`src/rtl/axi_rd_burst_ctrl.sv`:
```
// AXI4 read-master that splits (address, word count) commands into INCR bursts
// capped at MAX_BURST_LEN beats and never crossing 4 KB, streaming data out with a command-level last.
module axi_rd_burst_ctrl #(
   parameter int DATA_WIDTH    = 32,
   parameter int ADDR_WIDTH    = 16,
   parameter int ID_WIDTH      = 8,
   parameter int AXI_ID        = 0,
   parameter int MAX_BURST_LEN = 16,
   parameter int LEN_WIDTH     = 16
) (
   input  logic                  clk,
   input  logic                  rst_n,
   input  logic                  cmd_valid,
   output logic                  cmd_ready,
   input  logic [ADDR_WIDTH-1:0] cmd_addr,
   input  logic [LEN_WIDTH-1:0]  cmd_len,
   output logic [ID_WIDTH-1:0]   m_axi_arid,
   output logic [ADDR_WIDTH-1:0] m_axi_araddr,
   output logic [7:0]            m_axi_arlen,
   output logic [2:0]            m_axi_arsize,
   output logic [1:0]            m_axi_arburst,
   output logic                  m_axi_arlock,
   output logic [3:0]            m_axi_arcache,
   output logic [2:0]            m_axi_arprot,
   output logic                  m_axi_arvalid,
   input  logic                  m_axi_arready,
   input  logic [ID_WIDTH-1:0]   m_axi_rid,
   input  logic [DATA_WIDTH-1:0] m_axi_rdata,
   input  logic [1:0]            m_axi_rresp,
   input  logic                  m_axi_rlast,
   input  logic                  m_axi_rvalid,
   output logic                  m_axi_rready,
   output logic [DATA_WIDTH-1:0] m_data,
   output logic                  m_valid,
   input  logic                  m_ready,
   output logic                  m_last,
   output logic                  busy,
   output logic                  done,
   output logic                  err
);

   localparam int BYTES = DATA_WIDTH / 8;
   localparam int SIZE  = $clog2(BYTES);
   localparam int CW    = ((LEN_WIDTH > 13) ? LEN_WIDTH : 13) + 1;

   typedef enum logic [1:0] {S_IDLE, S_ADDR, S_DATA, S_DONE} state_t;

   state_t                r_state;
   state_t                w_state_nx;
   logic [ADDR_WIDTH-1:0] r_cur_addr;
   logic [LEN_WIDTH-1:0]  r_remaining;
   logic [7:0]            r_beat_cnt;
   logic                  r_err;
   logic [CW-1:0]         w_to_4k;
   logic [CW-1:0]         w_lim;
   logic [CW-1:0]         w_blen;
   logic                  w_beat;
   logic                  w_last_beat;
   logic                  w_unused;

   // rid carries no information with a single burst in flight
   assign w_unused = ^m_axi_rid;

   if (ADDR_WIDTH >= 12) begin : g_4k
      assign w_to_4k = CW'((13'h1000 - {1'b0, r_cur_addr[11:0]}) >> SIZE);
   end else begin : g_no4k
      assign w_to_4k = CW'(MAX_BURST_LEN);
   end

   always_comb begin
      w_lim = CW'(MAX_BURST_LEN);
      if (w_to_4k < w_lim) w_lim = w_to_4k;
      w_blen = CW'(r_remaining);
      if (w_lim < w_blen) w_blen = w_lim;
   end

   assign w_beat      = (r_state == S_DATA) && m_axi_rvalid && m_ready;
   assign w_last_beat = (r_beat_cnt == 8'd0);

   assign m_axi_arid    = ID_WIDTH'(AXI_ID);
   assign m_axi_araddr  = r_cur_addr;
   assign m_axi_arsize  = 3'(SIZE);
   assign m_axi_arburst = 2'b01;
   assign m_axi_arlock  = 1'b0;
   assign m_axi_arcache = 4'b0011;
   assign m_axi_arprot  = 3'b000;
   assign m_data        = m_axi_rdata;

   always_ff @(posedge clk) begin
      if (!rst_n) r_state <= S_IDLE;
      else        r_state <= w_state_nx;
   end

   always_comb begin
      w_state_nx    = r_state;
      cmd_ready     = 1'b0;
      m_axi_arvalid = 1'b0;
      m_axi_arlen   = 8'd0;
      m_axi_rready  = 1'b0;
      m_valid       = 1'b0;
      m_last        = 1'b0;
      done          = 1'b0;
      err           = 1'b0;
      busy          = 1'b1;
      case (r_state)
         S_IDLE: begin
            cmd_ready = 1'b1;
            busy      = 1'b0;
            if (cmd_valid) w_state_nx = (cmd_len == '0) ? S_DONE : S_ADDR;
         end
         S_ADDR: begin
            m_axi_arvalid = 1'b1;
            m_axi_arlen   = 8'(w_blen - CW'(1));
            if (m_axi_arready) w_state_nx = S_DATA;
         end
         S_DATA: begin
            m_valid      = m_axi_rvalid;
            m_axi_rready = m_ready;
            m_last       = m_axi_rvalid && w_last_beat && (r_remaining == '0);
            if (w_beat && w_last_beat) w_state_nx = (r_remaining != '0) ? S_ADDR : S_DONE;
         end
         S_DONE: begin
            done       = 1'b1;
            err        = r_err;
            w_state_nx = S_IDLE;
         end
         default: w_state_nx = S_IDLE;
      endcase
   end

   // Burst bookkeeping; rlast is only cross-checked, the beat counter sequences
   always_ff @(posedge clk) begin
      if (!rst_n) begin
         r_cur_addr  <= '0;
         r_remaining <= '0;
         r_beat_cnt  <= '0;
         r_err       <= 1'b0;
      end else begin
         case (r_state)
            S_IDLE: begin
               if (cmd_valid) begin
                  r_cur_addr  <= cmd_addr & ~ADDR_WIDTH'(BYTES - 1);
                  r_remaining <= cmd_len;
                  r_err       <= 1'b0;
               end
            end
            S_ADDR: begin
               if (m_axi_arready) begin
                  r_cur_addr  <= r_cur_addr + (ADDR_WIDTH'(w_blen) << SIZE);
                  r_remaining <= r_remaining - LEN_WIDTH'(w_blen);
                  r_beat_cnt  <= 8'(w_blen - CW'(1));
               end
            end
            S_DATA: begin
               if (w_beat) begin
                  r_beat_cnt <= r_beat_cnt - 8'd1;
                  if ((m_axi_rresp != 2'b00) || (m_axi_rlast != w_last_beat)) r_err <= 1'b1;
               end
            end
            default: ;
         endcase
      end
   end

endmodule
```
`config.mk`:
```
export PLATFORM = sky130hd
export DESIGN_NAME = axi_rd_burst_ctrl
export DESIGN_NICKNAME = d
export VERILOG_FILES = /design/src/rtl/axi_rd_burst_ctrl.sv
export SDC_FILE = /design/constraint.sdc
export NUM_CORES = 1
export LEC_CHECK = 0
export BUFFER_PORTS_ARGS = -buffer_cell sky130_fd_sc_hd__clkbuf_2
export CAP_MARGIN = 20
export CORE_MARGIN = 5
export CORE_UTILIZATION = 30
export CTS_CLUSTER_SIZE = 28
export DETAILED_ROUTE_END_ITERATION = 6
export PLACE_DENSITY_LB_ADDON = 0.05
export SYNTH_ARGS = -nofsm -noshare
export SYNTH_HDL_FRONTEND = slang
export SYNTH_SLANG_ARGS = --single-unit
```
`constraint.sdc`:
```
create_clock -name clk -period 5.9 [get_ports clk]
set_clock_uncertainty 0.2 [all_clocks]
set_input_delay 0.295 -clock clk [delete_from_list [all_inputs] [get_ports clk]]
set_output_delay 0.295 -clock clk [all_outputs]
set_load 0.01 [all_outputs]
```
Word-level counts from Yosys, hierarchy flattened
Cells that the tools add are included.

cells by class
  add/sub/neg operators = 5
  order comparisons = 2
  equal/unequal tests = 9
  multiplexer cells = 30
  reductions and logical operators = 19

operators with widths
  operator                                                                       number
  16-bit two-way mux                                                             5
  16-bit one-hot mux with 2 select lines                                         2
  16-bit zero test                                                               2
  8-bit two-way mux                                                              3
  16-bit adder                                                                   1
  15-bit by 16-bit less-than comparator with 1-bit output                        1
  8-bit one-hot mux with 2 select lines                                          1
  16-bit nonzero test                                                            1
  16-bit subtractor                                                              1
  8-bit by 1-bit subtractor with 8-bit output, second input constant             2
  15-bit by 5-bit less-than comparator with 1-bit output, second input constant  1
  15-bit two-way mux                                                             1
  13-bit by 12-bit subtractor with 14-bit output, first input constant           1
  1-bit two-way mux                                                              11
  2-bit two-way mux                                                              5
  3-bit AND reduction                                                            3
  8-bit zero test                                                                1
  2-bit one-hot mux with 4 select lines                                          1
  2-bit nonzero test                                                             4
  2-bit != test, second input constant                                           3
  1-bit logical AND                                                              5
  2-bit == test, second input constant                                           2
  2-bit by 1-bit != test with 1-bit output, second input constant                2
  4-bit AND reduction                                                            1
  5 further kinds                                                                5

word-level totals
  flip-flop bits (word level) = 43
  output and inout port bits = 85

Depth between registers and ports, before layout
Gate-level depths: netlist of run 1.

  depth after elaboration = 8
  mapped depth = 26
  mapped depth without buffers = 24

Worst setup path before layout of run 1
No wires, ideal clock.

  path kind = reg2reg
  start point = reg r_cur_addr[2], in the netlist m_axi_araddr[2]
  end point = reg r_remaining[13]
  arrival time = 5051 ps
  required time = 5625 ps
  slack = 575 ps
  cell stages (with the launch flop) = 25
  path buffers = 2
  period minus slack after synthesis = 5325 ps
  path through = dfxtp_1 > inv_1 > ha_1 > nor3b_2 > and2b_1 > o21ba_2 > inv_1 > ha_1 > and4_1 > a21o_1 > o221ai_2 > o31ai_2 > or2_1 > buf_6 > clkbuf_1 > o21ai_0 > inv_1 > ha_1 > a21oi_1 > nor3_1 > a31oi_1 > nand2_1 > a221o_1 > o31a_1 > o22ai_1

between the ends
  longest elaborated chain between the ends = 8

ends and longest elaborated chain
  element                                                  RTL line  RTL
  start, declared                                          50        logic [ADDR_WIDTH-1:0] r_cur_addr;
  start signal, assigned                                   142       r_cur_addr <= cmd_addr & ~ADDR_WIDTH'(BYTES - 1);
  start signal, assigned                                   149       r_cur_addr <= r_cur_addr + (ADDR_WIDTH'(w_blen) << SIZE);
  13-bit by 12-bit subtractor with 14-bit output (*)       65        assign w_to_4k = CW'((13'h1000 - {1'b0, r_cur_addr[11:0]}) >> SIZE);
  15-bit by 5-bit less-than comparator with 1-bit output   72        if (w_to_4k < w_lim) w_lim = w_to_4k;
  15-bit two-way mux (*)                                   72
  15-bit by 16-bit less-than comparator with 1-bit output  74        if (w_lim < w_blen) w_blen = w_lim;
  16-bit two-way mux (*)                                   74
  16-bit subtractor (*)                                    150       r_remaining <= r_remaining - LEN_WIDTH'(w_blen);
  16-bit two-way mux (*)                                   148       if (m_axi_arready) begin
  16-bit one-hot mux with 2 select lines (*)               139       case (r_state)
  end signal, assigned                                     143       r_remaining <= cmd_len;
  end signal, assigned                                     150
  end, declared                                            51        logic [LEN_WIDTH-1:0] r_remaining;

Mark *: on every way between the ends. The rest lies on a longest branch, timed or not. The select of a mux whose other input is x is not followed.
A chain may end at the register's enable or synchronous reset.

Worst setup path in the final report of run 1
  start point = reg r_cur_addr[3], in the netlist m_axi_araddr[3]
  end point = reg r_cur_addr[12], in the netlist m_axi_araddr[12]

between the ends
  longest elaborated chain between the ends = 8

ends and longest elaborated chain
  element                                                  RTL line
  13-bit by 12-bit subtractor with 14-bit output           65
  15-bit by 5-bit less-than comparator with 1-bit output   72
  15-bit two-way mux                                       72
  15-bit by 16-bit less-than comparator with 1-bit output  74
  16-bit two-way mux                                       74
  16-bit adder (*)                                         149
  16-bit two-way mux (*)                                   148
  16-bit one-hot mux with 2 select lines (*)               139

Marks and branches as above.

==> results.json, run 1 <==
{
  "synth_edf_count": 0,
  "final_common_cell": "clkbuf_2",
  "avgRoutedWirePerCell_um": 17.05,
  "cts_sinks": 41,
  "switching_share_pct": 44.26,
  "synth-main-ff-cell": "dfxtp_1",
  "boundaryPins": 166,
  "cts_buffers": 5,
  "firstDrtPassIters": 4,
  "cp.arrival_ns": 5.55,
  "place_hpwl_um": 11050,
  "cp_cell_sequence": "inv_1 > ha_1 > nor3b_2 > nor3b_1 > o21ba_2 > inv_1 > ha_1 > and4_1 > a21o_1 > o221ai_2 > o31ai_2 > or2_1 > o21ai_0 > inv_1 > fa_1 > nor2b_1 > o21ai_0 > a21boi_0 > o211ai_1 > a21oi_1 > nor3_2 > xor2_1 > a211oi_1",
  "fin_nets": 782,
  "fp.dieH_um": 131.7,
  "start_kind": "register",
  "grt_antenna_before_repair": 0,
  "crit_fanout": 5,
  "post-cts-setup-buffer-count": 0,
  "hp-class": "in2reg",
  "grt_util_all_layers_pct": 16.52,
  "fmax_mhz": 180.9,
  "finalHoldViolCount": 0,
  "p_seq_share_pct": 24.0,
  "rows": 44,
  "p_comb_share_pct": 54.7,
  "synth_cells": 617,
  "wl_um": 14460,
  "p_leak_nw": 2.140,
  "max-clock-path-buffers": 2,
  "p_clk_share_pct": 21.3,
  "worst_pin_slew_ns": 0.9018,
  "final_period_minus_worst_setup_slack_ns": 5.527,
  "ir_drop_mv": 0.1131,
  "route.detailed.drc": 0,
  "finalSetupViolCount": 0,
  "status": "finished, final reports clean",
  "cellPowerDensity_nw_per_um2": 323.0,
  "die_w_um": 131.7,
  "synth.avg_cell_area_um2": 7.201,
  "postCtsHoldBufs": 0,
  "initialDrtViolationCount": 268,
  "synth.distinct_cells": 66,
  "insertion_delay_ns": 0.31,
  "cpLargestDelayFamily": "compound AO/OA/AOI/OAI gates",
  "internal_power_mw": 0.8958,
  "crit_required_ns": 5.92,
  "vias": 4373,
  "rsz0062_at_grt": "true",
  "core_um2": 14530,
  "antenna_left": 0,
  "die_area_um2": 17340,
  "finalCritPeriodShare_pct": 93.68,
  "p_sw_mw": 0.7112,
  "port_buffers": 68,
  "path_class": "reg2reg",
  "cts.clk_slew.worst_paths_ns": 0.07,
  "ys_seq_area_share_pct": 18.47,
  "layout-drive-gt1-share_pct": 18.22,
  "ys_ff_latch": 41,
  "cts.htree.levels": 2,
  "cpMostUsedCell": "inv_1",
  "cp_slowest_stage_delay_ns": 0.45,
  "fin_hold_ws_ns": 0.02608,
  "critical_path_buf_inv_count": 3,
  "tritoncts": "done",
  "ys_warn_count": 0,
  "grt_pass1_vias": 4408,
  "fin_util_pct": 34.23,
  "start_util_pct": 30.57,
  "maxCapViolCount": 0,
  "grt-ovfl-total": 0,
  "cts_root_buf": "clkbuf_16",
  "synthArstFlopShare_pct": 0,
  "critPathSlowestCell": "fa_1",
  "gp_congestion": 0.7962,
  "layout_common_cells": "clkbuf_2 (68), nand2_1 (52), nor2_1 (52), o21ai_0 (41), dfxtp_1 (41)",
  "grt_pass1_wl_um": 23420,
  "viasPerCell": 5.157,
  "report.final.slew_viol_count": 0,
  "synth_area_um2": 4443,
  "diodes": 0,
  "grt_start_max_net_pins": 52,
  "end_kind": "register",
  "area_growth_pct": 11.97,
  "slew_headroom_pct": 39.82
}
-- sequential cells by signal, indices dropped and copies added, names as in the netlist --
name / cells
r_beat_cnt: 8
m_axi_araddr: 14
r_err: 1
r_state: 2
r_remaining: 16
-- Yosys cell counts, types with 3 or more instances --
| cell | number | share of area [%] |
|---|---|---|
| o311ai_0 | 3 | 0.59 |
| or2_2 | 4 | 0.56 |
| xor2_1 | 8 | 1.6 |
| a211oi_1 | 18 | 3.0 |
| buf_4 | 56 | 9.5 |
| ha_1 | 36 | 10 |
| and3_1 | 4 | 0.56 |
| nor3b_1 | 4 | 0.68 |
| a21o_1 | 3 | 0.51 |
| a31oi_1 | 10 | 1.4 |
| nand4_1 | 4 | 0.56 |
| xnor2_1 | 13 | 2.6 |
| nand3b_1 | 4 | 0.68 |
| o211ai_1 | 8 | 1.4 |
| nor3_1 | 25 | 2.8 |
| buf_2 | 3 | 0.34 |
| inv_1 | 40 | 3.4 |
| nand2_1 | 52 | 4.4 |
| nand3_1 | 20 | 2.3 |
| o21bai_1 | 3 | 0.51 |
| nor4_1 | 7 | 0.99 |
| a21oi_1 | 39 | 4.4 |
| mux2i_1 | 7 | 1.6 |
| o22ai_1 | 5 | 0.70 |
| a221oi_1 | 3 | 0.59 |
| nand2b_1 | 6 | 0.84 |
| dfxtp_1 | 41 | 18 |
| o31ai_1 | 3 | 0.51 |
| or3_1 | 10 | 1.4 |
| nor2_1 | 53 | 4.5 |
| and2_1 | 12 | 1.7 |
| a211o_1 | 3 | 0.59 |
| clkbuf_1 | 21 | 1.8 |
| nor2b_1 | 3 | 0.42 |
| o21ai_0 | 41 | 4.6 |
| o21a_1 | 6 | 1.0 |
-- routing by layer --
layer	GRT usage [%]	vias up	wire length [um]
met5	0	-	0
met4	3.943	0	233
met3	3.593	21	695
met2	27.77	102	6794
met1	21.60	2032	6737
li1	-	2218	-
-- timing repair --
action | 4_1_cts | 5_1_grt
endpoints found under the hold margin | 0 | 0
setup endpoints to repair | 0 | 7
resized for setup | 0 | 6
-- through the flow --
stage / area (um^2) / total power [mW] / worst slack [ns] / TNS [ns] / instances
2_1_floorplan: 4552 / 1.024 / 0.5747 / 0 / 646
5_1_grt: 4975 / 1.747 / -0.02117 / -0.02117 / 848
4_1_cts: 4951 / 1.617 / 0.3153 / 0 / 848
3_5_place_dp: 4778 / 1.265 / 0.3754 / 0 / 840
6_report: 4975 / 1.607 / 0.3731 / 0 / 848
3_3_place_gp: 4778 / 1.262 / 0.3794 / 0 / 840
-- area by class of cell --
type	count	area [um^2]
fillers	1592	9559
multi-input cells	483	3080
flip-flops and latches	41	820.8
repair buffers	92	520.5
well taps	184	230.2
inverters	40	150.1
clock buffers	7	142.6
clock inverters	1	30.03
-- power by group through the flow --
stage | clock [mW] | sequential, mW | combinational, mW
detailed placement | 0 | 0.392 | 0.872
global placement | 0 | 0.391 | 0.871
global route | 0.366 | 0.395 | 0.986
floorplan | 0 | 0.374 | 0.650
finish | 0.342 | 0.386 | 0.879
CTS | 0.355 | 0.386 | 0.876
-- kinds of logic (layout without fill, tap and decap cells) --
family / count (synthesis) / in the layout / synth area share, %
flip-flops: 41 / 41 / 18.47
adder cells (fa/ha/maj): 38 / 38 / 11.04
AND/OR/NAND/NOR: 218 / 218 / 24.36
multiplexers: 9 / 9 / 2.084
buffers and inverters: 122 / 140 / 15.29
XOR/XNOR: 21 / 21 / 4.140
other: 2 / 31 / 0.1690
AO/OA/AOI/OAI: 166 / 166 / 24.44
-- final timing paths --
| path | slack [ns] | to | from | depth (start not counted) |
|---|---|---|---|---|
| max reg2reg | 0.37 | m_axi_araddr[12] | m_axi_araddr[3] | 23 |
| min reg2reg | 0.27 | r_err | r_err | 2 |
| min | 0.03 | m_axi_araddr[10] | cmd_addr[10] | 3 |
| max | 0.37 | m_axi_araddr[12] | m_axi_araddr[3] | 23 |
-- tightest hold or removal path: stages --
cell	delay, ns
clkbuf_2	0.08
nand2_1	0.04
a31oi_1	0.07
No activity file was read; power rests on OpenSTA's default activity.
==> run 2, diff against run 1 <==
--- a/config.mk
+++ b/config.mk
@@ -5,6 +5,8 @@
 export SDC_FILE = /design/constraint.sdc
 export NUM_CORES = 1
 export LEC_CHECK = 0
+export ABC_AREA = 1
+export ABC_CLOCK_PERIOD_IN_PS = 5900
 export BUFFER_PORTS_ARGS = -buffer_cell sky130_fd_sc_hd__clkbuf_2
 export CAP_MARGIN = 20
 export CORE_MARGIN = 5
@@ -12,6 +14,7 @@
 export CTS_CLUSTER_SIZE = 28
 export DETAILED_ROUTE_END_ITERATION = 6
 export PLACE_DENSITY_LB_ADDON = 0.05
+export RECOVER_POWER = 50
 export SYNTH_ARGS = -nofsm -noshare
 export SYNTH_HDL_FRONTEND = slang
 export SYNTH_SLANG_ARGS = --single-unit
==> run 2 against run 1 <==
Compared with the run above:
- first-iteration DRC count fell by 43%
- clock power rose by 9.4%
- cell count rose by 13%
- non-clock buffer count fell by 19
- power rose by 130%
- largest power group unchanged
- highest routed layer unchanged
==> results.json, run 2 <==
{
  "status": "finished, final reports clean",
  "grt_util_all_layers_pct": 15.80,
  "route.detailed.drc": 0,
  "place_hpwl_um": 10820,
  "placed_cell_area_um2": 4781,
  "ir_drop_mv": 0.2524,
  "synth-main-ff-cell": "dfxtp_1",
  "grt-ovfl-total": 0,
  "regMostFlops": "r_remaining",
  "p_leak_nw": 2.416,
  "hp-class": "in2reg",
  "max-clock-path-buffers": 2,
  "synthTopCellsByArea": "dfxtp_1 (18%), nand2_1 (13%), ha_1 (9.9%)",
  "boundaryPins": 166,
  "nFillCells": 1727,
  "reg2reg_depth": 34,
  "die_area_um2": 17710,
  "grt_start_max_net_pins": 51,
  "ff2ff_setup_slack_ns": 0.66,
  "rows": 45,
  "synth_most_common_cell": "nand2_1",
  "multiInputGateArea_um2": 2990,
  "ctsResizeCount": 0,
  "post-cts-setup-buffer-count": 0,
  "cpMostUsedCell": "nand2_1",
  "report.final.slew_viol_count": 0,
  "viasPerCell": 4.728,
  "start_util_pct": 30.24,
  "critPathLaunch": "m_axi_araddr[2]",
  "firstDrtPassIters": 4,
  "min-delay-start": "cmd_addr[2]",
  "die_w_um": 133.1,
  "placed_cells": 953,
  "tns_ns": 0,
  "path_class": "reg2reg",
  "fp.dieH_um": 133.1,
  "cts_root_buf": "clkbuf_16",
  "crit_fanout": 9,
  "synth_cells": 737,
  "ys_ff_latch": 41,
  "final_period_minus_worst_setup_slack_ns": 5.235,
  "fin_nets": 891,
  "critPathSlowestCell": "o21ai_0",
  "worst_hold_path.endpoint": "m_axi_araddr[2]",
  "area_growth_pct": 8.781,
  "tritoncts": "done",
  "layout_common_cells": "nand2_1 (155), inv_1 (89), nor2_1 (82), a21oi_1 (76), clkbuf_2 (50)",
  "cts.clk_slew.worst_paths_ns": 0.07,
  "vias": 4544,
  "synth_edf_count": 0,
  "largest_register_ffs": 16,
  "finalCritPeriodShare_pct": 88.73,
  "final_common_cell": "nand2_1",
  "yosys.area.top_type_share_pct": 18.06,
  "regToRegStartpoint": "m_axi_araddr[2]",
  "core_um2": 15030,
  "diodes": 0,
  "yosys-top-cells-count": "nand2_1 (155), inv_1 (89), nor2_1 (82)",
  "ys_seq_area_share_pct": 18.06,
  "grt_antenna_before_repair": 0,
  "grt_pass1_vias": 4427,
  "hold_depth": 3,
  "fmax_mhz": 191.0,
  "cts.htree.levels": 2,
  "start_kind": "register",
  "design_area_um2": 4945,
  "cts_buffers": 5,
  "synthArstFlopShare_pct": 0,
  "maxCapViolCount": 0,
  "crit_required_ns": 5.88,
  "synth.distinct_cells": 42,
  "insertion_delay_ns": 0.30,
  "antenna_left": 0,
  "final_cell_count_no_fill": 961,
  "ys_warn_count": 0,
  "regArea_um2": 820.8,
  "cp.arrival_ns": 5.21,
  "grt_pass1_wl_um": 22650,
  "cp_slowest_stage_delay_ns": 0.46,
  "finalHoldViolCount": 0,
  "gp_congestion": 0.8439,
  "layout-drive-gt1-share_pct": 11.64,
  "port_buffers": 68,
  "rsz0062_at_grt": "false",
  "initialDrtViolationCount": 153,
  "r2r_end": "m_axi_araddr[12]",
  "fin_util_pct": 32.89,
  "wl_um": 13690,
  "avgRoutedWirePerCell_um": 14.24,
  "worst_pin_slew_ns": 1.465,
  "cts_sinks": 41,
  "slew_headroom_pct": 2.324,
  "cellPowerDensity_nw_per_um2": 734.2,
  "finalSetupViolCount": 0,
  "end_kind": "register",
  "synth_area_um2": 4546,
  "yosysTopAreaCell": "dfxtp_1",
  "postCtsHoldBufs": 0,
  "synth.avg_cell_area_um2": 6.168
}
## run 2: how the worst max path moves through the flow
| stage | end | cells after the start |
|---|---|---|
| 2_1_floorplan | m_axi_araddr[12] | 34 |
| 3_3_place_gp | m_axi_araddr[12] | 34 |
| 3_5_place_dp | m_axi_araddr[12] | 34 |
| 4_1_cts | m_axi_araddr[12] | 34 |
| 5_1_grt | m_axi_araddr[13] | 36 |
| 6_report | m_axi_araddr[12] | 34 |
## run 2: through the flow
step                      total power [mW]  setup slack (ns)  hold slack (ns)
final                                3.631            0.6649          0.04718
after CTS                            3.697            0.6546          0.04100
after detailed placement             3.304            0.6855           0.2612
after global routing                 4.111            0.1032          0.07299
after global placement               3.290            0.7171           0.2622
after floorplan                      2.616             1.355           0.2294
## run 2: kinds of logic after synthesis
logic type / synth area share, %
buffers and inverters: 18.55
AOI/OAI and AO/OA: 18.36
other: 0.1652
xor gates and xnor gates: 3.083
adders and majority gates: 10.79
and+or+nand+nor: 30.99
DFF: 18.06
## run 2: critical path: cells and delay by family, from the launching register on
| kind | cells | cell delay [ns] |
|---|---|---|
| xor+xnor | 1 | 0.12 |
| fa+ha+maj | 4 | 1.16 |
| compound gates | 7 | 1.11 |
| buf+inv | 4 | 0.28 |
| flops | 1 | 0.42 |
| simple gates | 18 | 1.78 |
## run 2: area by class of cell
class,count,area share (%)
clock buffers,5,2.530
clock inverters,3,1.316
inverters,95,7.212
multi-input cells,556,60.48
flip-flops and latches,41,16.60
well taps,188,4.757
repair buffers,73,7.110
## run 2: power by group
part	internal [mW]	leakage [nW]	total (mW)	switching [mW]
sequential	0.405	0.338	0.555	0.150
clock	0.242	0.0938	0.374	0.132
combinational	0.929	1.98	2.70	1.77
## run 2: metal layers
metal / global-route usage (%) / wire length [um]
met2: 25.99 / 6268
met1: 21.09 / 6571
met4: 3.714 / 186
met3: 3.625 / 659
met5: 0 / 0
